[config.mk]
export PLATFORM = sky130hd
export DESIGN_NAME = mdu_iter
export DESIGN_NICKNAME = d
export VERILOG_FILES = /design/src/rtl/mdu_iter.sv
export SDC_FILE = /design/constraint.sdc
export NUM_CORES = 1
export LEC_CHECK = 0
export CAP_MARGIN = 20
export CORE_UTILIZATION = 25
export CTS_CLUSTER_DIAMETER = 50
export DETAILED_ROUTE_END_ITERATION = 10
export GPL_TIMING_DRIVEN = 0
export HOLD_SLACK_MARGIN = 0.05
export PLACE_DENSITY = 0.45
export SLEW_MARGIN = 10
export SYNTH_ARGS = -nofsm -noshare
export SYNTH_HDL_FRONTEND = slang
export SYNTH_SLANG_ARGS = --single-unit
[constraint.sdc]
create_clock -name clk -period 11.1 [get_ports clk]
set_clock_uncertainty 0.1 [all_clocks]
set_input_delay 1.665 -clock clk [delete_from_list [all_inputs] [get_ports clk]]
set_output_delay 1.665 -clock clk [all_outputs]
set_load 0.005 [all_outputs]
[src/rtl/mdu_iter.sv]
// Iterative RV32M multiply/divide unit: shift-add multiply and restoring divide,
// one bit per cycle, with a one-cycle fast path for divide-by-zero and signed overflow.
module mdu_iter #(
   parameter int unsigned W = 32
) (
   input  logic         clk,
   input  logic         rstn,
   input  logic         start,
   input  logic         kill,
   input  logic [2:0]   op,
   input  logic [W-1:0] src1,
   input  logic [W-1:0] src2,
   output logic         busy,
   output logic         fin,
   output logic [W-1:0] result
);

   localparam int unsigned CW = $clog2(W + 1);
   localparam int unsigned PW = 2 * W;
   localparam logic [W-1:0] MIN_NEG = {1'b1, {(W-1){1'b0}}};

   typedef enum logic [1:0] {S_IDLE, S_CALC, S_FIX, S_DONE} state_e;

   state_e          state_q, state_d;
   logic [2:0]      op_q, op_d;
   logic            sa_q, sa_d, sb_q, sb_d;
   logic [W-1:0]    opnd_q, opnd_d;
   logic [PW-1:0]   prod_q, prod_d;
   logic [CW-1:0]   cnt_q, cnt_d;
   logic [W-1:0]    result_q, result_d;
   logic            busy_q, busy_d, fin_q, fin_d;

   // Acceptance-side decode: signs, magnitudes and fast-path detection
   logic            is_div, sgn_a, sgn_b, neg_a, neg_b, div_zero, div_ovf;
   logic [W-1:0]    mag_a, mag_b, fast_res;

   // Iteration and sign-fix datapath; prod_q holds {rem, quo} while dividing
   logic [W:0]      mul_sum, div_sh, div_diff;
   logic [PW-1:0]   calc_prod, prod_neg, mul_p;
   logic [W-1:0]    quo_fix, rem_fix, fix_res;

   always_comb begin
      is_div   = op[2];
      sgn_a    = is_div ? ~op[0] : (op != 3'b011);
      sgn_b    = is_div ? ~op[0] : ~op[1];
      neg_a    = sgn_a & src1[W-1];
      neg_b    = sgn_b & src2[W-1];
      mag_a    = neg_a ? (~src1 + W'(1)) : src1;
      mag_b    = neg_b ? (~src2 + W'(1)) : src2;
      div_zero = (src2 == '0);
      div_ovf  = ~op[0] & (src1 == MIN_NEG) & (&src2);
      if (div_zero) fast_res = op[1] ? src1 : '1;
      else          fast_res = op[1] ? '0 : src1;

      mul_sum  = {1'b0, prod_q[PW-1:W]} + (prod_q[0] ? {1'b0, opnd_q} : '0);
      div_sh   = {prod_q[PW-1:W], prod_q[W-1]};
      div_diff = div_sh - {1'b0, opnd_q};
      if (!op_q[2])        calc_prod = {mul_sum, prod_q[W-1:1]};
      else if (div_diff[W]) calc_prod = {div_sh[W-1:0], prod_q[W-2:0], 1'b0};
      else                 calc_prod = {div_diff[W-1:0], prod_q[W-2:0], 1'b1};

      prod_neg = ~prod_q + PW'(1);
      mul_p    = (sa_q ^ sb_q) ? prod_neg : prod_q;
      quo_fix  = (sa_q ^ sb_q) ? (~prod_q[W-1:0] + W'(1)) : prod_q[W-1:0];
      rem_fix  = sa_q ? (~prod_q[PW-1:W] + W'(1)) : prod_q[PW-1:W];
      if (op_q[2])             fix_res = op_q[1] ? rem_fix : quo_fix;
      else if (op_q == 3'b000) fix_res = mul_p[W-1:0];
      else                     fix_res = mul_p[PW-1:W];
   end

   // Next-state and datapath updates; kill overrides everything
   always_comb begin
      state_d  = state_q;
      op_d     = op_q;
      sa_d     = sa_q;
      sb_d     = sb_q;
      opnd_d   = opnd_q;
      prod_d   = prod_q;
      cnt_d    = cnt_q;
      result_d = result_q;
      if (kill) begin
         state_d = S_IDLE;
      end else begin
         unique case (state_q)
            S_IDLE: begin
               if (start) begin
                  op_d   = op;
                  sa_d   = neg_a;
                  sb_d   = neg_b;
                  cnt_d  = '0;
                  opnd_d = is_div ? mag_b : mag_a;
                  prod_d = {{W{1'b0}}, (is_div ? mag_a : mag_b)};
                  if (is_div && (div_zero || div_ovf)) begin
                     result_d = fast_res;
                     state_d  = S_DONE;
                  end else begin
                     state_d  = S_CALC;
                  end
               end
            end
            S_CALC: begin
               prod_d = calc_prod;
               cnt_d  = cnt_q + CW'(1);
               if (cnt_q == CW'(W - 1)) state_d = S_FIX;
            end
            S_FIX: begin
               result_d = fix_res;
               state_d  = S_DONE;
            end
            S_DONE: state_d = S_IDLE;
            default: state_d = S_IDLE;
         endcase
      end
      busy_d = (state_d != S_IDLE);
      fin_d  = (state_d == S_DONE);
   end

   always_ff @(posedge clk or negedge rstn) begin
      if (!rstn) begin
         state_q  <= S_IDLE;
         op_q     <= '0;
         sa_q     <= 1'b0;
         sb_q     <= 1'b0;
         opnd_q   <= '0;
         prod_q   <= '0;
         cnt_q    <= '0;
         result_q <= '0;
         busy_q   <= 1'b0;
         fin_q    <= 1'b0;
      end else begin
         state_q  <= state_d;
         op_q     <= op_d;
         sa_q     <= sa_d;
         sb_q     <= sb_d;
         opnd_q   <= opnd_d;
         prod_q   <= prod_d;
         cnt_q    <= cnt_d;
         result_q <= result_d;
         busy_q   <= busy_d;
         fin_q    <= fin_d;
      end
   end

   assign busy   = busy_q;
   assign fin    = fin_q;
   assign result = result_q;

endmodule

==> results of run 1 <==
[worst paths after layout]
path | start | end | slack, ps | depth (start not counted)
max | src2[7] | result[31] | 5360 | 13
min | opnd_q[5] | opnd_q[5] | 380 | 2
max reg2reg | prod_q[31] | prod_q[52] | 6180 | 14
min reg2reg | opnd_q[5] | opnd_q[5] | 380 | 2
max in group asynchronous | rstn | opnd_q[5] | 9010 | 2
min in group asynchronous | rstn | result[25] | 980 | 1
[cells by family after synthesis]
logic type	share of synthesized area
adder cells (fa/ha/maj)	0.05948
flip-flops	0.2299
AND/OR/NAND/NOR	0.2137
XOR/XNOR	0.1047
multiplexers	0.04059
buffers and inverters	0.05916
AO/OA/AOI/OAI	0.2925
[sequential cells by signal, indices dropped and copies added, names as in the netlist]
register,count
sa_q,1
op_q,3
opnd_q,32
cnt_q,6
busy,1
result,32
state_q,2
sb_q,1
fin,1
prod_q,64
[synthesized netlist by cell type, drive strengths merged (23+ instances only)]
cell type / instances / area (µm²)
xnor2: 89 / 779.5
a31oi: 26 / 162.7
a21o: 30 / 225.2
nor2: 248 / 930.9
mux2i: 53 / 530.5
xor2: 97 / 849.6
nor3: 35 / 175.2
a211oi: 25 / 192.7
clkbuf: 153 / 575.6
o31ai: 28 / 210.2
nand3: 38 / 190.2
o21ai: 234 / 1175
nand4: 27 / 168.9
dfrtp: 143 / 3578
inv: 69 / 259.0
nor4: 24 / 150.1
a21oi: 201 / 1006
ha: 70 / 875.8
o211ai: 23 / 172.7
nand2: 231 / 867.1
[metrics by stage]
step                        util  std cells
final                     0.2966       3134
after global placement    0.2863       3100
after global routing      0.2966       3134
after floorplan                -       2161
after CTS                 0.2966       3133
after detailed placement  0.2869       3101
[area by class of cell]
class                           instances  area [µm²]
Fill cell                            6806       43330
Multi-Input combinational cell       1778       11070
Sequential cell                       143        3578
Timing Repair Buffer                  104        1059
Tap cell                              837        1047
Buffer                                170       658.1
Clock buffer                           19       442.9
Inverter                               70       262.8
Clock inverter                         13       153.9
[report_power, final]
| group | total (mW) | switching, mW | internal, mW | leakage, nW |
|---|---|---|---|---|
| sequential | 0.726 | 0.119 | 0.608 | 1.85 |
| clock | 0.617 | 0.276 | 0.341 | 0.279 |
| combinational | 2.11 | 1.39 | 0.725 | 5.10 |
[metal layers]
metal  GRT usage  part of all wire
met5           0           0.00017
met4      0.1166             0.048
met3     0.03343             0.066
met2      0.3711              0.44
met1      0.3314              0.45
[tightest hold or removal path, cell delays in order, from the launching register on]
cell and delay, ps:
dfrtp_1 340, nand2_1 50, o21ai_0 60
==> impl_metrics.ini, run 1 <==
[yosys]
synth_fp_nets = 2304
syn_avg_cell_area_um2 = 7.203
ys_ff_latch = 143
synth.distinct_cells = 79
synthArstFlopShare = 1.000
syn_area_um2 = 15570
ys.flop_type = dfrtp_1
ys_seq_area_frac = 0.2299
syn_inst = 2161
synth_edf_count = 0
ys.warnings.count = 0

[worst_setup_path]
cp_max_fo = 10
start_kind = input pin
critPathRequiredTime_ps = 11420
arrival_ps = 6060
crit_slowest_cell = nor4_1
critPathTopFamily = simple AND/OR/NAND/NOR gates
critPathKind = in2reg
cp_num_buf_inv = 5
critPathCaptureType = register
path_cells = clkdlybuf4s50_1 -> or4_1 -> nor4_1 -> and3_1 -> clkbuf_1 -> and3_1 -> clkbuf_1 -> buf_2 -> buf_1 -> nor2_1 -> o21ai_0 -> a21oi_1 -> a2bb2oi_1
slowest_delay_ps = 730

[floorplanning]
initial_core_util = 0.2527
core_um2 = 61600
die_x_um = 251.5
boundaryPins = 105
num_rows = 91
dieArea_um2 = 63270
die_h_um = 251.5

[finish]
final_cell_mix = nor2_1, o21ai_0, nand2_1, a21oi_1, clkbuf_1
fin_area_um2 = 18270
antenna_cells = 0
area_delta_synth_final_pct = 17.39
final_common_cell = nor2_1
layout.nets = 2427
drive_above_1_share = 0.03570

[timing]
fin_crit_ps = 5742
hold_violations = 0
period_share = 0.5173
fin_hold_ws_ps = 380.5
fin_setup_tns_ps = 0
worstMarginPinSlew_ps = 1066
max_freq_mhz = 174.2
setup_ws_ps = 5358
finalMaxSlewViolations = 0
rsz0062_at_grt = false
relSlewSlack = 0.2825
finalSetupViolations = 0

[clock_network]
postCtsResizedCells = 0
cts_root_buf = clkbuf_16
htreeDepth = 4
clock_path_buffers = 2
cts_tree = yes
clk_latency_ps = 500
cts_hold_buf = 0
clock-sinks = 143
clkTransAtPathRegs_ps = 70
post_cts_buffers = 0
cts_buffers = 17

[placed_design]
dpl_cell_area_um2 = 17670
place_congestion = 0.9699
post-dp-hpwl_mm = 61.72
dp_slack_ps = 4994
port_buffers = 102

[drt]
final_antenna_net_count = 0
routed_wl_mm = 77.49
vias = 17520
wl_per_cell_um = 24.72
drtIter0Drc = 1740
firstDrtPassIters = 8
via_per_inst = 5.590
drc_errors = 1

[run_status]
status = complete, but fails checks
violations = DRC

[grt]
overflow = 0
grt_max_degree = 94
grt_use_total = 0.2416
antenna_found_initial = 1
first_global_vias = 16450
grt_pass1_wl_mm = 112.1

[worst_hold_path]
hp-class = reg2reg

[power_and_ir_drop]
power.total_mw = 3.456
ir_drop_mv = 0.1086
p_leak_nw = 7.223
powerDensity_nw_per_um2 = 189.1

[job]
drv_cap = 0
Note: power is estimated with default switching activity, not from simulation.
==> inputs of run 2 (changes only) <==
clock period = 5.5 ns   (was 11.1 ns; I/O delays follow)
==> results of run 2 <==
Same layout as run 1 (identical final DEF). Status: complete, but fails checks: DRC.
Among the figures that moved: setup slack after placement 4994 ps -> 234.0 ps; setup slack after layout 5358 ps -> 575.4 ps; hold slack 380.5 ps -> 142.2 ps; start point of the critical path src2[7] -> prod_q[31]; end point of the critical path result[31] -> prod_q[52]; register-to-register setup slack 6180 ps -> 580 ps; total power 3.456 mW -> 6.974 mW; worst IR drop on VDD 0.1086 mV -> 0.2192 mV
==> inputs of run 3 (changes only) <==
SLEW_MARGIN = not set   (was 10)
==> impl_metrics.ini, run 3 (synthesis results as in run 1) <==
[floorplanning]
initial_core_util = 0.2527
num_rows = 91
boundaryPins = 105
die_h_um = 251.5
dieArea_um2 = 63270
die_x_um = 251.5
core_um2 = 61600

[drt]
drtIter0Drc = 1769
drc_errors = 1
firstDrtPassIters = 10
final_antenna_net_count = 0
wl_per_cell_um = 24.68
via_per_inst = 5.620
vias = 17620
routed_wl_mm = 77.38

[power_and_ir_drop]
ir_drop_mv = 0.2266
p_comb_frac = 0.606
pwr-share-seq = 0.209
p_leak_nw = 7.254
powerDensity_nw_per_um2 = 383.5
clkPwrFrac = 0.185
p_int_mw = 3.461
swShare = 0.5072
p_switching_mw = 3.562

[run_status]
violations = DRC
status = complete, but fails checks

[finish]
fin_area_um2 = 18310
final_common_cell = nor2_1
drive_above_1_share = 0.03568
final_cell_mix = nor2_1, o21ai_0, nand2_1, a21oi_1, clkbuf_1
area_delta_synth_final_pct = 17.64
layout.nets = 2429
regMostFlops = prod_q
fin_cells = 3135
largest_reg_flops = 64
nFillCells = 6776
antenna_cells = 0
final_util = 0.2973

[worst_setup_path]
cp_max_fo = 10
r2r-start = prod_q[31]
rr_endpoint = prod_q[52]
critPathCaptureType = register
arrival_ps = 5160
cp-endpoint = prod_q[52]
rr_worst_depth = 14
critPathKind = reg2reg
crit_start = prod_q[31]
r2r_setup_slack_ps = 550
start_kind = register
critPathRequiredTime_ps = 5720

[clock_network]
clock-sinks = 143
clk_latency_ps = 470
clock_path_buffers = 2
cts_hold_buf = 0
cts_tree = yes
post_cts_buffers = 0
postCtsResizedCells = 0
cts_buffers = 17
htreeDepth = 4
cts_root_buf = clkbuf_16
clkTransAtPathRegs_ps = 70

[timing]
hold_violations = 0
fin_crit_ps = 4945
finalSetupViolations = 0
rsz0062_at_grt = false
relSlewSlack = 0.2701
setup_ws_ps = 554.9
max_freq_mhz = 202.2
fin_hold_ws_ps = 137.8
finalMaxSlewViolations = 0
period_share = 0.8991
worstMarginPinSlew_ps = 1085

[job]
drv_cap = 0

[placed_design]
place_congestion = 0.9699
post-dp-hpwl_mm = 61.89
dpl_cell_area_um2 = 17670
dpl.cell_count = 3102
dp_slack_ps = 219.0
port_buffers = 102

[grt]
grt_use_total = 0.2409
antenna_found_initial = 1
grt_max_degree = 104
first_global_vias = 16470
overflow = 0
grt_pass1_wl_mm = 112.3

[worst_hold_path]
hp-class = in2async
## run 3: cell count changes in the layout (fill, tap and decap cells not counted), moves of 2 or more
| cell | change |
|---|---|
| bufinv_16 | +2 |
| clkinvlp_4 | -2 |
| buf_2 | +2 |
| inv_6 | -2 |
## run 3: per-stage QoR
stage	power, mW	setup TNS [ps]
2_1_floorplan	4.195	0
3_3_place_gp	5.606	-446880
3_5_place_dp	5.605	0
4_1_cts	6.939	0
5_1_grt	7.435	0
6_report	7.023	0
## run 3: layout make-up
cell class / count / area (µm²) / area share
Multi-Input combinational cell: 1778 / 11070 / 0.6044
Tap cell: 837 / 1047 / 0.05719
Timing Repair Buffer: 106 / 1071 / 0.05849
Clock buffer: 19 / 442.9 / 0.02419
Sequential cell: 143 / 3578 / 0.1954
Inverter: 70 / 262.8 / 0.01435
Buffer: 170 / 658.1 / 0.03594
Clock inverter: 12 / 183.9 / 0.01004
## run 3: per-layer routing
| layer | vias up | share of wire | global-route usage |
|---|---|---|---|
| met5 | - | 0.00017 | 0 |
| met4 | 2 | 0.045 | 0.1106 |
| met3 | 131 | 0.072 | 0.03807 |
| met2 | 813 | 0.44 | 0.3739 |
| met1 | 8616 | 0.44 | 0.3263 |
| li1 | 8056 | - | - |
## run 3: critical path, stage by stage (launching register included)
cell,delay (ps)
dfrtp_1,510
inv_1,220
ha_1,260
fa_1,400
nand2b_1,190
a21o_1,210
a21oi_1,540
a211o_1,350
nand4_1,120
o211ai_1,160
clkbuf_1,570
buf_1,660
nor2_1,120
a21oi_1,230
o221ai_1,140
## run 3: how the worst min path moves through the flow
stage,from,endpoint,slack [ps],depth (start not counted)
6_report,rstn,fin,140,1
5_1_grt,rstn,result[31],160,1
4_1_cts,rstn,result[13],140,1
3_5_place_dp,result[20],result[20],370,2
3_3_place_gp,opnd_q[18],opnd_q[18],370,2
2_1_floorplan,opnd_q[10],opnd_q[10],350,2
## run 3: power by group through the flow
stage	logic, mW	clock network [mW]	registers (mW)
floorplan	2.82	0	1.37
global placement	4.13	0	1.47
detailed placement	4.13	0	1.48
CTS	4.16	1.32	1.46
global route	4.60	1.35	1.48
finish	4.26	1.30	1.46
